File: src/rtl/mem_access_unit.sv
// mem_access_unit: MEM-stage load/store unit that drives a req/ack data bus and stalls the pipeline front.
// Optional build macro MEM_ALIGN_CHECK_EN enables misaligned half/word detection (addr_err).
//
// state | meaning
// IDLE  | waiting for a load/store at the EX/MEM outputs
// REQ   | bus_req asserted, waiting for bus_ack or timeout
// DONE  | rdata/bus_err valid for one cycle; pipeline advances
module mem_access_unit #(
   parameter int TIMEOUT_CYCLES = 16
) (
   input  logic        clk,
   input  logic        rst_n,
   input  logic        mem_rd,
   input  logic        mem_wr,
   input  logic [1:0]  mem_size,
   input  logic        mem_sign,
   input  logic [31:0] addr,
   input  logic [31:0] wdata,
   output logic        stall,
   output logic [31:0] rdata,
   output logic        addr_err,
   output logic        bus_err,
   output logic        bus_req,
   output logic        bus_we,
   output logic [31:0] bus_addr,
   output logic [3:0]  bus_be,
   output logic [31:0] bus_wdata,
   input  logic        bus_ack,
   input  logic [31:0] bus_rdata
);

   typedef enum logic [1:0] {
      IDLE = 2'd0,
      REQ  = 2'd1,
      DONE = 2'd2
   } state_t;

   // Down-counter preload: terminal count 0 is reached in REQ cycle TIMEOUT_CYCLES.
   localparam logic [7:0] TC_LOAD = 8'(TIMEOUT_CYCLES - 1);

   state_t      state_q, state_d;
   logic [7:0]  cnt_q, cnt_d;
   logic        bus_req_q, bus_req_d;
   logic        bus_we_q, bus_we_d;
   logic [31:0] bus_addr_q, bus_addr_d;
   logic [3:0]  bus_be_q, bus_be_d;
   logic [31:0] bus_wdata_q, bus_wdata_d;
   logic [31:0] rdata_q, rdata_d;
   logic        bus_err_q, bus_err_d;
   logic [1:0]  ld_size_q, ld_size_d;
   logic        ld_sign_q, ld_sign_d;
   logic [1:0]  ld_lane_q, ld_lane_d;

   logic        misaligned;
   logic        req;
   logic [3:0]  be_calc;
   logic [31:0] wdata_calc;
   logic [7:0]  ld_byte;
   logic [15:0] ld_half;
   logic [31:0] ld_ext;

`ifdef MEM_ALIGN_CHECK_EN
   always_comb begin
      misaligned = 1'b0;
      if (mem_size == 2'b01)
         misaligned = addr[0];
      else if (mem_size[1])
         misaligned = (addr[1:0] != 2'b00);
   end
`else
   assign misaligned = 1'b0;
`endif

   assign req      = (mem_rd | mem_wr) & ~misaligned;
   assign addr_err = (state_q == IDLE) & (mem_rd | mem_wr) & misaligned;
   assign stall    = ((state_q == IDLE) & req) | (state_q == REQ);

   always_comb begin
      be_calc    = 4'b1111;
      wdata_calc = wdata;
      case (mem_size)
         2'b00: begin
            be_calc    = 4'b0001 << addr[1:0];
            wdata_calc = {4{wdata[7:0]}};
         end
         2'b01: begin
            be_calc    = addr[1] ? 4'b1100 : 4'b0011;
            wdata_calc = {2{wdata[15:0]}};
         end
         default: begin
            be_calc    = 4'b1111;
            wdata_calc = wdata;
         end
      endcase
   end

   always_comb begin
      ld_byte = bus_rdata[7:0];
      case (ld_lane_q)
         2'd0:    ld_byte = bus_rdata[7:0];
         2'd1:    ld_byte = bus_rdata[15:8];
         2'd2:    ld_byte = bus_rdata[23:16];
         default: ld_byte = bus_rdata[31:24];
      endcase
      ld_half = ld_lane_q[1] ? bus_rdata[31:16] : bus_rdata[15:0];
      case (ld_size_q)
         2'b00:   ld_ext = {{24{ld_sign_q & ld_byte[7]}}, ld_byte};
         2'b01:   ld_ext = {{16{ld_sign_q & ld_half[15]}}, ld_half};
         default: ld_ext = bus_rdata;
      endcase
   end

   always_comb begin
      state_d     = state_q;
      cnt_d       = cnt_q;
      bus_req_d   = bus_req_q;
      bus_we_d    = bus_we_q;
      bus_addr_d  = bus_addr_q;
      bus_be_d    = bus_be_q;
      bus_wdata_d = bus_wdata_q;
      rdata_d     = rdata_q;
      bus_err_d   = bus_err_q;
      ld_size_d   = ld_size_q;
      ld_sign_d   = ld_sign_q;
      ld_lane_d   = ld_lane_q;
      case (state_q)
         IDLE: begin
            if (req) begin
               state_d     = REQ;
               cnt_d       = TC_LOAD;
               bus_req_d   = 1'b1;
               bus_we_d    = mem_wr;
               bus_addr_d  = {addr[31:2], 2'b00};
               bus_be_d    = be_calc;
               bus_wdata_d = wdata_calc;
               ld_size_d   = mem_size;
               ld_sign_d   = mem_sign;
               ld_lane_d   = addr[1:0];
            end
         end
         REQ: begin
            // An ack on the terminal-count cycle still completes normally.
            if (bus_ack) begin
               state_d   = DONE;
               bus_req_d = 1'b0;
               rdata_d   = bus_we_q ? 32'd0 : ld_ext;
            end else if (cnt_q == 8'd0) begin
               state_d   = DONE;
               bus_req_d = 1'b0;
               rdata_d   = 32'd0;
               bus_err_d = 1'b1;
            end else begin
               cnt_d = cnt_q - 8'd1;
            end
         end
         DONE: begin
            state_d   = IDLE;
            rdata_d   = 32'd0;
            bus_err_d = 1'b0;
         end
         default: state_d = IDLE;
      endcase
   end

   always_ff @(posedge clk or negedge rst_n) begin
      if (!rst_n) begin
         state_q     <= IDLE;
         cnt_q       <= 8'd0;
         bus_req_q   <= 1'b0;
         bus_we_q    <= 1'b0;
         bus_addr_q  <= 32'd0;
         bus_be_q    <= 4'd0;
         bus_wdata_q <= 32'd0;
         rdata_q     <= 32'd0;
         bus_err_q   <= 1'b0;
         ld_size_q   <= 2'd0;
         ld_sign_q   <= 1'b0;
         ld_lane_q   <= 2'd0;
      end else begin
         state_q     <= state_d;
         cnt_q       <= cnt_d;
         bus_req_q   <= bus_req_d;
         bus_we_q    <= bus_we_d;
         bus_addr_q  <= bus_addr_d;
         bus_be_q    <= bus_be_d;
         bus_wdata_q <= bus_wdata_d;
         rdata_q     <= rdata_d;
         bus_err_q   <= bus_err_d;
         ld_size_q   <= ld_size_d;
         ld_sign_q   <= ld_sign_d;
         ld_lane_q   <= ld_lane_d;
      end
   end

   assign bus_req   = bus_req_q;
   assign bus_we    = bus_we_q;
   assign bus_addr  = bus_addr_q;
   assign bus_be    = bus_be_q;
   assign bus_wdata = bus_wdata_q;
   assign rdata     = rdata_q;
   assign bus_err   = bus_err_q;

endmodule
File: config.mk
export PLATFORM = sky130hd
export DESIGN_NAME = mem_access_unit
export DESIGN_NICKNAME = d
export VERILOG_FILES = /design/src/rtl/mem_access_unit.sv
export SDC_FILE = /design/constraint.sdc
export NUM_CORES = 1
export LEC_CHECK = 0
export CORE_ASPECT_RATIO = 1.75
export CORE_MARGIN = 10
export CORE_UTILIZATION = 43
export DETAILED_ROUTE_END_ITERATION = 10
export PLACE_DENSITY = 0.76
export SLEW_MARGIN = 30
export SYNTH_ARGS = -nofsm -noshare
export SYNTH_HDL_FRONTEND = slang
export SYNTH_SLANG_ARGS = --single-unit
File: constraint.sdc
create_clock -name clk -period 2.4 [get_ports clk]
set_input_delay 0.48 -clock clk [delete_from_list [all_inputs] [get_ports clk]]
set_output_delay 0.48 -clock clk [all_outputs]
set_load 0.05 [all_outputs]
* After elaboration in Yosys (flattened, before gate mapping)
Cells that the tools add are included.
W data, S select, Z words.
** Cells by class
- Add/subtract/negate cells :: 1
- Shift operators :: 1
- Mux-type cells :: 25
- Bitwise operators :: 5
- Eq/ne operators :: 11
- Reductions and logical operators :: 13
** Operator list (count)
- $pmux W32 S2 :: 3
- $mux W32 :: 3
- $mux W8 :: 3
- $pmux W8 S3 :: 1
- $mux W16 :: 1
- $pmux W8 S2 :: 1
- $eq A2 B1 Y1 const B :: 4
- $logic_not A2 Y1 :: 4
- $logic_not A8 Y1 :: 1
- $pmux W4 S2 :: 1
- $sub A8 B1 Y8 const B :: 1
- $mux W2 :: 3
- $ne A2 B2 Y1 const B :: 3
- $reduce_and A2 Y1 :: 3
- $reduce_and A3 Y1 :: 2
- $mux W1 :: 5
- $eq A2 B2 Y1 const B :: 2
- $mux W4 :: 1
- $pmux W1 S2 :: 2
- $pmux W2 S2 :: 1
- $reduce_and A4 Y1 :: 1
- $reduce_bool A2 Y1 :: 2
- $shl A1 B2 Y4 const A :: 1
- $and A1 B1 Y1 :: 3
- 3 further kinds :: 4
** Word-level totals
- Bits in registers :: 116
- Input port bits :: 104
- Logic and storage cells :: 68

* Longest topological paths before layout
Gate-level depths: netlist (run 1).
- Word-level depth :: 7
- Gate-level depth with buffers :: 9
- Gate-level depth less buffers :: 6

* Least setup slack after synthesis (run 1)
No wires, ideal clock.
- Path type :: reg-to-output
- From :: reg state_q[0]
- To :: out stall
- Data arrival time :: 1.622 ns
- Path buffers :: 2
- Data required time :: 1.920 ns
- Slack :: 0.298 ns
- Stages on the path, launching flop included :: 7
- Path through :: dfrtp_1 > inv_1 > ha_1 > o21ai_1 > clkbuf_1 > clkbuf_1 > nand2_1
** Between the ends
- Word-level cells in the longest chain between the ends :: 3
- Elaborated cells on any way between the ends :: 4
- Classes of those cells :: eq/ne: 1; bitwise: 2; reduce/logical: 1
** RTL lines
- from (decl) :: RTL line 41 : state_t state_q, state_d;
- from (signal assigned) :: RTL line 180 : state_q <= state_d;
- $logic_not A2 Y1 :: RTL line 76 : assign stall = ((state_q == IDLE) & req) | (state_q == REQ);
- $and A1 B1 Y1 :: RTL line 76
- $or A1 B1 Y1 * :: RTL line 76
- to (decl) :: RTL line 19 : output logic stall,
Every way passes the cells marked *; elsewhere a longest branch is shown, timed or not.

* Worst setup path after layout (run 1)
- From :: reg state_q[1]
- To :: reg cnt_q[4]
** Between the ends
- Word-level cells in the longest chain between the ends :: 3
- Elaborated cells on any way between the ends :: 8
- Classes of those cells :: eq/ne: 4; mux: 1; reduce/logical: 3
** RTL lines
- $eq A2 B1 Y1 / $logic_not A2 Y1 (equally long branches) :: RTL line 126 : case (state_q)
- $ne A2 B2 Y1 (no source line) / $reduce_bool A2 Y1 (equally long branches)
- $reduce_and A4 Y1 (no source line)
- to (signal assigned) :: RTL line 181 : cnt_q <= cnt_d;
- to (decl) :: RTL line 42 : logic [7:0] cnt_q, cnt_d;
Several ways; a longest one is shown, not always the timed one.
A chain may end at the register's enable or synchronous reset.

==> impl_metrics.py, run 1 <==
metrics = {
    "layout": {
        "drive_gt1_share_pct": 7.51,
        "layout_common_cells": "clkdlybuf4s50_1 (203), nand2_1 (171), dfrtp_1 (116)",
        "final_cells": 970,
        "final_common_cell": "clkdlybuf4s50_1",
        "syn2layout_area_growth_pct": 51.0,
        "nets": 895,
        "diodes": 0,
    },
    "global_route": {
        "grt_pass1_vias": 5595,
        "antenna_found_initial": 0,
        "grt_util_all_layers_pct": 20.6,
        "grt_pass1_wl_um": 29900,
        "overflow": 0,
        "grt_max_degree": 101,
    },
    "logic_synthesis": {
        "ys_types": 56,
        "synthCells": 585,
        "synthTopCellsByArea": "dfrtp_1 (52%), nand2_1 (11%), mux2i_1 (4.7%), a221o_1 (4.3%), o21ai_0 (3.9%)",
        "ys_seq_elements": 116,
        "syn_area_um2": 5580,
        "ys_seq_area_share_pct": 52.0,
        "yosys_warnings": 0,
        "synth_area_leader_cell": "dfrtp_1",
        "synthFlopType": "dfrtp_1",
        "synth.avg_cell_area_um2": 9.54,
        "synth_top_cell_area_share_pct": 52.0,
        "async_flop_share_pct": 100,
        "synth_enable_flop_cells": 0,
    },
    "die": {
        "pin_count": 209,
        "core_area_um2": 12800,
        "die_h_um": 171,
        "initial_core_util_pct": 43.6,
        "die_area_um2": 18100,
        "die_w_um": 106,
        "rows": 55,
    },
    "pwr": {
        "ir_worst_vdd_mv": 1.03,
        "p_total_mw": 12.5,
        "power.density_nw_per_um2": 1480,
        "p_leak_nw": 3.78,
    },
    "setup_path": {
        "crit_required_ns": 2.72,
        "crit_fanout": 13,
        "arrival_ns": 2.54,
        "critPathLaunchType": "flop",
        "crit_path_end_kind": "flop",
        "critPathKind": "reg2reg",
    },
    "timing": {
        "period_needed_ns": 2.21,
        "hold_viol": 0,
        "worst_pin_slew_ns": 0.896,
        "drv_slew": 0,
        "max_slew_margin_pct": 40.1,
        "post-route-period-util_pct": 92.2,
        "max_freq_mhz": 452,
        "rsz0062_at_grt": "false",
        "finalClockSkew_ns": 0.00721,
        "setup_viol": 0,
        "worst_slack_ns": 0.188,
    },
    "cts": {
        "root_buffer": "clkbuf_16",
        "htree_levels": 4,
        "worstSkewPairLatency_ns": 0.41,
        "postCtsHoldBufs": 1,
        "cts_buffers": 17,
        "clk_pin_slew_ns": 0.06,
        "tritoncts": "yes",
        "post-cts-setup-buffers": 0,
        "post_cts_resized": 0,
        "cts.path.max_buffers": 2,
        "cts_sinks": 116,
    },
    "placement": {
        "dpl.hpwl_um": 14200,
        "place.gp.congestion": 0.891,
        "placed_cells": 937,
        "dp_slack_ns": -0.0236,
        "port_buffers": 205,
    },
    "detailed_routing": {
        "routed_wl_um": 18600,
        "drt-pass1-iter-count": 4,
        "antenna_left": 0,
        "remaining_drc_errors": 0,
        "vias_per_cell": 5.30,
        "num_vias": 5144,
        "drtIter0Drc": 132,
        "routedWlPerCell_um": 19.2,
    },
    "run_status": {
        "status": "finished, final reports clean",
    },
    "job": {
        "maxCapViolCount": 0,
    },
    "min_path": {
        "hold_path_class": "reg2reg",
    },
}
==> cell type report <==
class	count	area [um^2]
inverters	11	41.3
clock inverters	11	104
flip-flops and latches	116	2900
multi-input cells	416	2460
repair buffers	224	2240
fillers	1044	4370
well taps	171	214
clock buffers	21	470
==> routing by layer <==
layer | up-vias | part of all wire (%) | track usage (%)
li1 | 2446 | - | -
met1 | 2460 | 36 | 21.5
met5 | - | 0 | 0
met3 | 18 | 9.5 | 9.00
met2 | 220 | 53 | 36.4
met4 | 0 | 1.5 | 6.45
==> stage by stage <==
stage / utilization [%] / instance area, um^2 / hold WS [ns] / TNS, ns
2_1_floorplan: - / 5590 / 0.184 / 0
3_3_place_gp: 61.3 / 7850 / 0.443 / 0
3_5_place_dp: 61.3 / 7850 / 0.443 / -0.0683
4_1_cts: 65.9 / 8430 / 0.476 / 0
5_1_grt: 65.9 / 8430 / 0.499 / 0
6_report: 65.9 / 8430 / 0.472 / 0
==> cell families after synthesis <==
logic type	share of synthesized area (%)
and+or+nand+nor	19.4
AOI/OAI and AO/OA	17.8
DFF	52.0
buffers and inverters	4.57
muxes	5.06
adders and majority gates	1.12
other	0.0672
==> sequential cells by signal, summed over array words and instances (netlist names) <==
name and flops:
ld_sign_q 1, cnt_q 8, bus_err 1, ld_size_q 2, ld_lane_q 2, rdata 32
bus_addr 30, bus_we 1, bus_be 4, bus_req 1, state_q 2, bus_wdata 32
==> report_power, final <==
group / internal (mW) / switching [mW] / total (mW)
registers: 2.72 / 0.491 / 3.22
logic: 2.28 / 4.56 / 6.84
clock network: 1.50 / 0.921 / 2.42
total: 6.51 / 5.97 / 12.5
==> cells in the mapped netlist (2+ instances only) <==
master	instances
a211o_1	6
o21ai_0	43
ha_1	5
a22o_1	7
nand2b_1	5
o31ai_1	9
mux2i_1	26
o21ai_1	2
nor2_1	14
buf_6	2
dfrtp_1	116
clkbuf_1	21
nand3b_1	7
a221o_1	24
nor3_1	2
buf_1	4
inv_1	11
or3b_1	2
nand2_1	171
o21a_1	3
buf_2	12
or4_1	3
a21boi_1	3
nor4bb_1	2
o22ai_1	2
nand3_1	5
o2bb2ai_1	2
buf_4	5
nor2b_1	9
a21o_1	7
nor3b_1	6
a21oi_1	25
==> critical path: stages, from the launching register on <==
cell	delay, ns
dfrtp_1	0.39
inv_1	0.10
ha_1	0.33
and2b_2	0.27
o21ai_1	0.28
or4_1	0.59
a21boi_1	0.17
==> final timing paths <==
kind / startpoint / end / slack (ns) / depth (start not counted)
max in group asynchronous: rst_n / bus_be[2] / 1.11 / 3
min in group asynchronous: rst_n / bus_wdata[4] / 0.63 / 2
setup / recovery: state_q[1] / cnt_q[4] / 0.19 / 6
hold / removal: bus_addr[22] / bus_addr[22] / 0.47 / 2
setup reg to reg: state_q[1] / cnt_q[4] / 0.19 / 6
hold reg to reg: bus_addr[22] / bus_addr[22] / 0.47 / 2
(Power assumes the default switching activity.)
==> run 2, diff against run 1 <==
CORE_ASPECT_RATIO = 0.7   (was 1.75)
==> run 2 against run 1 <==
  * Die area down 0.59%
  * Total power up 1.9%
  * Hold slack worse by 0.0013 ns
  * Setup slack better by 0.035 ns
  * Maximum frequency up 1.6%
  * First-iteration DRC count rose to 2.8 times the previous value
  * Cell count down 0.62%
  * Clock skew up 0.0011 ns
  * Sequential power about the same
  * Non-clock buffer count up 4
  * Core utilization up 1.7 points
==> impl_metrics.py, run 2 (same netlist as run 1, synthesis figures left out) <==
metrics = {
    "layout": {
        "final_cells": 964,
        "regArea_um2": 2900,
        "multi_input_area_um2": 2460,
        "n_fill_cell": 947,
        "drive_gt1_share_pct": 7.73,
        "final_common_cell": "clkdlybuf4s50_1",
        "layout_common_cells": "clkdlybuf4s50_1 (203), nand2_1 (171), dfrtp_1 (116)",
        "fin_util_pct": 67.6,
        "diodes": 0,
        "nets": 899,
        "syn2layout_area_growth_pct": 51.9,
    },
    "cts": {
        "worstSkewPairLatency_ns": 0.41,
        "htree_levels": 4,
        "postCtsHoldBufs": 1,
        "root_buffer": "clkbuf_16",
        "clk_pin_slew_ns": 0.05,
        "cts_sinks": 116,
        "tritoncts": "yes",
        "post_cts_resized": 0,
        "cts_buffers": 17,
        "cts.path.max_buffers": 2,
        "post-cts-setup-buffers": 0,
    },
    "setup_path": {
        "worst-path-buf-inv": 1,
        "crit_path_end_kind": "flop",
        "path_delay_family": "compound AO/OA/AOI/OAI gates",
        "critPathKind": "reg2reg",
        "slowest_stage": "or3b_1",
        "arrival_ns": 2.47,
        "critPathLaunchType": "flop",
        "crit_fanout": 13,
        "crit_chain": "inv_1 > ha_1 > or3b_1 > o21ai_1 > nor4_1 > o21a_1",
        "crit_required_ns": 2.70,
        "critical_path.max_stage_delay_ns": 0.45,
    },
    "timing": {
        "period_needed_ns": 2.18,
        "fin_setup_tns_ns": 0,
        "max_slew_margin_pct": 44.8,
        "drv_slew": 0,
        "post-route-period-util_pct": 90.7,
        "whs_ns": 0.471,
        "setup_viol": 0,
        "worst_pin_slew_ns": 0.828,
        "finalClockSkew_ns": 0.00832,
        "hold_viol": 0,
        "max_freq_mhz": 459,
        "rsz0062_at_grt": "false",
    },
    "job": {
        "maxCapViolCount": 0,
    },
    "global_route": {
        "grt_pass1_wl_um": 28800,
        "overflow": 0,
        "grt_util_all_layers_pct": 19.8,
        "met3_usage_pct": 6.27,
        "grt_pass1_vias": 5369,
        "grt.met1_usage_pct": 24.6,
        "grt_max_degree": 88,
        "grt.met2_usage_pct": 32.9,
        "antenna_found_initial": 0,
        "top_usage_layer": "met2",
    },
    "die": {
        "rows": 34,
        "initial_core_util_pct": 44.5,
        "die_h_um": 115,
        "core_area_um2": 12500,
        "die_area_um2": 18000,
        "die_w_um": 156,
        "pin_count": 209,
    },
    "detailed_routing": {
        "remaining_drc_errors": 0,
        "drtIter0Drc": 370,
        "vias_per_cell": 5.48,
        "antenna_left": 0,
        "drt-pass1-iter-count": 5,
        "routed_wl_um": 18300,
        "routedWlPerCell_um": 19.0,
        "num_vias": 5278,
    },
    "placement": {
        "placed_cells": 932,
        "port_buffers": 205,
        "dpl.hpwl_um": 13800,
        "place.gp.congestion": 0.874,
    },
    "min_path": {
        "hold_path_class": "reg2reg",
    },
    "pwr": {
        "ir_worst_vdd_mv": 0.864,
        "power.density_nw_per_um2": 1500,
        "p_leak_nw": 3.85,
    },
    "run_status": {
        "status": "finished, final reports clean",
    },
}
[run 2: layer usage]
metal,vias up,part of all wire (%)
met4,0,1.3
met2,220,49
met1,2591,41
li1,2445,-
met5,-,0
met3,22,8.8
[run 2: layout make-up]
| class | count | share of cell area, % |
|---|---|---|
| Clock buffer | 20 | 5.27 |
| Clock inverter | 11 | 1.87 |
| Inverter | 11 | 0.487 |
| Timing Repair Buffer | 228 | 26.8 |
| Tap cell | 162 | 2.39 |
| Sequential cell | 116 | 34.2 |
| Multi-Input combinational cell | 416 | 29.0 |
[run 2: worst register-to-register path, stage by stage, from the launching register on]
cell	delay [ns]
dfrtp_1	0.39
inv_1	0.12
ha_1	0.33
or3b_1	0.45
o21ai_1	0.44
nor4_1	0.13
o21a_1	0.20
[run 2: final timing paths]
check	start	to	slack, ns	cells past startpoint
setup / recovery	state_q[1]	cnt_q[7]	0.22	6
hold / removal	bus_addr[29]	bus_addr[29]	0.47	2
setup reg to reg	state_q[1]	cnt_q[7]	0.22	6
hold reg to reg	bus_addr[29]	bus_addr[29]	0.47	2
max in group asynchronous	rst_n	bus_addr[30]	1.21	3
min in group asynchronous	rst_n	bus_addr[17]	0.54	2
[run 2: power by group]
group	internal [mW]	total [mW]	switching (mW)	leakage, nW
clock	1.75	2.60	0.852	0.303
sequential	2.73	3.24	0.513	1.46
combinational	2.31	6.88	4.57	2.09
[run 2: through the flow]
step	power, mW	cell area, um^2	setup slack [ns]
floorplan	7.65	5590	0.298
global placement	9.94	7870	0.101
detailed placement	10.1	7870	0.0347
CTS	12.8	8480	0.235
global route	13.4	8480	0.0473
finish	12.7	8480	0.223
==> run 3, diff against run 2 <==
CORE_ASPECT_RATIO = 0.9   (was 0.7)
HOLD_SLACK_MARGIN = 0.03   (was default)
==> run 3 against run 2 <==
  * Register-to-register slack worse by 0.04 ns
  * Via count decreased by 2.5%
  * Global-route usage increased by 0.50 points
  * Total power is 0.27% lower
  * Sequential share of layout area rose by 0.17 points
  * Count of clock-buffer cells in the layout is 1 higher
  * Cell count is 0.52% lower
  * Wire length is 0.16% higher
  * Critical endpoint is now cnt_q[4]
  * Largest power group unchanged
==> impl_metrics.py, run 3 (same netlist as run 1, synthesis figures left out) <==
metrics = {
    "run_status": {
        "status": "finished, final reports clean",
    },
    "timing": {
        "setup_viol": 0,
        "hold_viol": 0,
        "whs_ns": 0.0553,
        "fin_setup_tns_ns": 0,
        "period_needed_ns": 2.21,
        "drv_slew": 0,
        "max_freq_mhz": 452,
        "max_slew_margin_pct": 41.3,
        "rsz0062_at_grt": "false",
        "finalClockSkew_ns": 0.00622,
        "worst_pin_slew_ns": 0.878,
        "post-route-period-util_pct": 92.2,
    },
    "global_route": {
        "grt_util_all_layers_pct": 20.3,
        "grt_max_degree": 101,
        "grt_pass1_vias": 5313,
        "overflow": 0,
        "grt_pass1_wl_um": 29200,
        "antenna_found_initial": 1,
    },
    "detailed_routing": {
        "num_vias": 5148,
        "routedWlPerCell_um": 19.2,
        "routed_wl_um": 18400,
        "drt-pass1-iter-count": 6,
        "remaining_drc_errors": 0,
        "drtIter0Drc": 301,
        "vias_per_cell": 5.37,
        "antenna_left": 0,
    },
    "die": {
        "initial_core_util_pct": 44.0,
        "core_area_um2": 12700,
        "die_h_um": 128,
        "rows": 39,
        "die_w_um": 140,
        "die_area_um2": 17900,
        "pin_count": 209,
    },
    "placement": {
        "port_buffers": 205,
        "dpl.hpwl_um": 13700,
        "place.gp.congestion": 0.884,
        "dpl_cell_area_um2": 7820,
    },
    "cts": {
        "worstSkewPairLatency_ns": 0.42,
        "clk_pin_slew_ns": 0.06,
        "postCtsHoldBufs": 0,
        "cts_buffers": 17,
        "post-cts-setup-buffers": 0,
        "root_buffer": "clkbuf_16",
        "cts.path.max_buffers": 2,
        "htree_levels": 4,
        "cts_sinks": 116,
        "post_cts_resized": 0,
        "tritoncts": "yes",
    },
    "layout": {
        "finish.instance_area_um2": 8440,
        "fin_util_pct": 66.5,
        "drive_gt1_share_pct": 7.04,
        "diodes": 0,
        "n_fill_cell": 1010,
        "final_common_cell": "clkdlybuf4s50_1",
        "nets": 892,
        "multi_input_area_um2": 2460,
        "layout_common_cells": "clkdlybuf4s50_1 (203), nand2_1 (171), dfrtp_1 (116)",
        "regArea_um2": 2900,
        "syn2layout_area_growth_pct": 51.1,
    },
    "pwr": {
        "power.internal_mw": 6.78,
        "comb_power_share_pct": 53.4,
        "power_switching_mw": 5.90,
        "sequentialPowerShare_pct": 25.6,
        "ir_worst_vdd_mv": 1.04,
        "clkPwrFrac_pct": 21.0,
        "power.density_nw_per_um2": 1500,
        "p_sw_share_pct": 46.5,
        "p_total_mw": 12.7,
        "p_leak_nw": 3.81,
    },
    "min_path": {
        "hold_path_class": "in2async",
    },
    "setup_path": {
        "critPathKind": "reg2reg",
        "crit_chain": "inv_1 > ha_1 > and2b_2 > o21ai_1 > or4_1 > a21boi_1",
        "r2r_setup_slack_ns": 0.19,
        "crit_required_ns": 2.74,
        "arrival_ns": 2.56,
        "critPathLaunchType": "flop",
        "critical_path.max_stage_delay_ns": 0.60,
        "crit_fanout": 13,
        "slowest_stage": "or4_1",
        "crit_path_end_kind": "flop",
    },
    "job": {
        "maxCapViolCount": 0,
    },
}
-- run 3: cell types whose count changed in the layout (fill, tap and decap cells not counted), sizes merged --
cell,before,now
clkinvlp,0,2
clkbuf,20,21
clkinv,7,4
buf,24,18
dlygate4sd3,1,0
-- run 3: critical path, delay by kind of cell (launching register included) --
family                   cells  cell delay [ns]
AO/OA/AOI/OAI                2             0.45
flip-flops                   1             0.38
buffers and inverters        1             0.10
AND/OR/NAND/NOR              2             0.87
adder cells (fa/ha/maj)      1             0.33
-- run 3: layout make-up --
| type | count | area share (%) |
|---|---|---|
| well taps | 164 | 2.43 |
| repair buffers | 221 | 26.3 |
| flip-flops and latches | 116 | 34.4 |
| inverters | 11 | 0.489 |
| clock inverters | 10 | 1.84 |
| clock buffers | 21 | 5.46 |
| multi-input cells | 416 | 29.1 |
-- run 3: path summary, 6_finish.rpt --
| kind | depth (start not counted) | start | endpoint |
|---|---|---|---|
| worst max-delay path | 6 | state_q[1] | cnt_q[4] |
| worst min-delay path | 1 | rst_n | rdata[18] |
| worst max register to register | 6 | state_q[1] | cnt_q[4] |
| worst min register to register | 2 | bus_addr[5] | bus_addr[5] |
| max in group asynchronous | 2 | rst_n | bus_wdata[12] |
| min in group clk | 2 | bus_addr[5] | bus_addr[5] |
-- run 3: power groups by stage --
stage               clock network [mW]  logic, mW  registers [mW]
global route                      2.80       7.24            3.35
global placement                     0       6.71            3.23
CTS                               2.69       6.84            3.25
finish                            2.66       6.78            3.24
floorplan                            0       2.15            5.49
detailed placement                   0       6.81            3.26
-- run 3: routing by layer --
layer | track usage (%) | up-vias | share of wire [%]
met3 | 12.6 | 23 | 14
li1 | - | 2440 | -
met4 | 6.61 | 2 | 1.3
met1 | 23.2 | 2450 | 40
met2 | 31.0 | 233 | 45
met5 | 0 | - | 0.065
-- run 3: stage by stage --
stage	setup slack [ns]	cells
after floorplan	0.298	587
after global placement	0.0826	928
after detailed placement	0.0146	928
after CTS	0.227	959
after global routing	0.0545	959
final	0.188	959
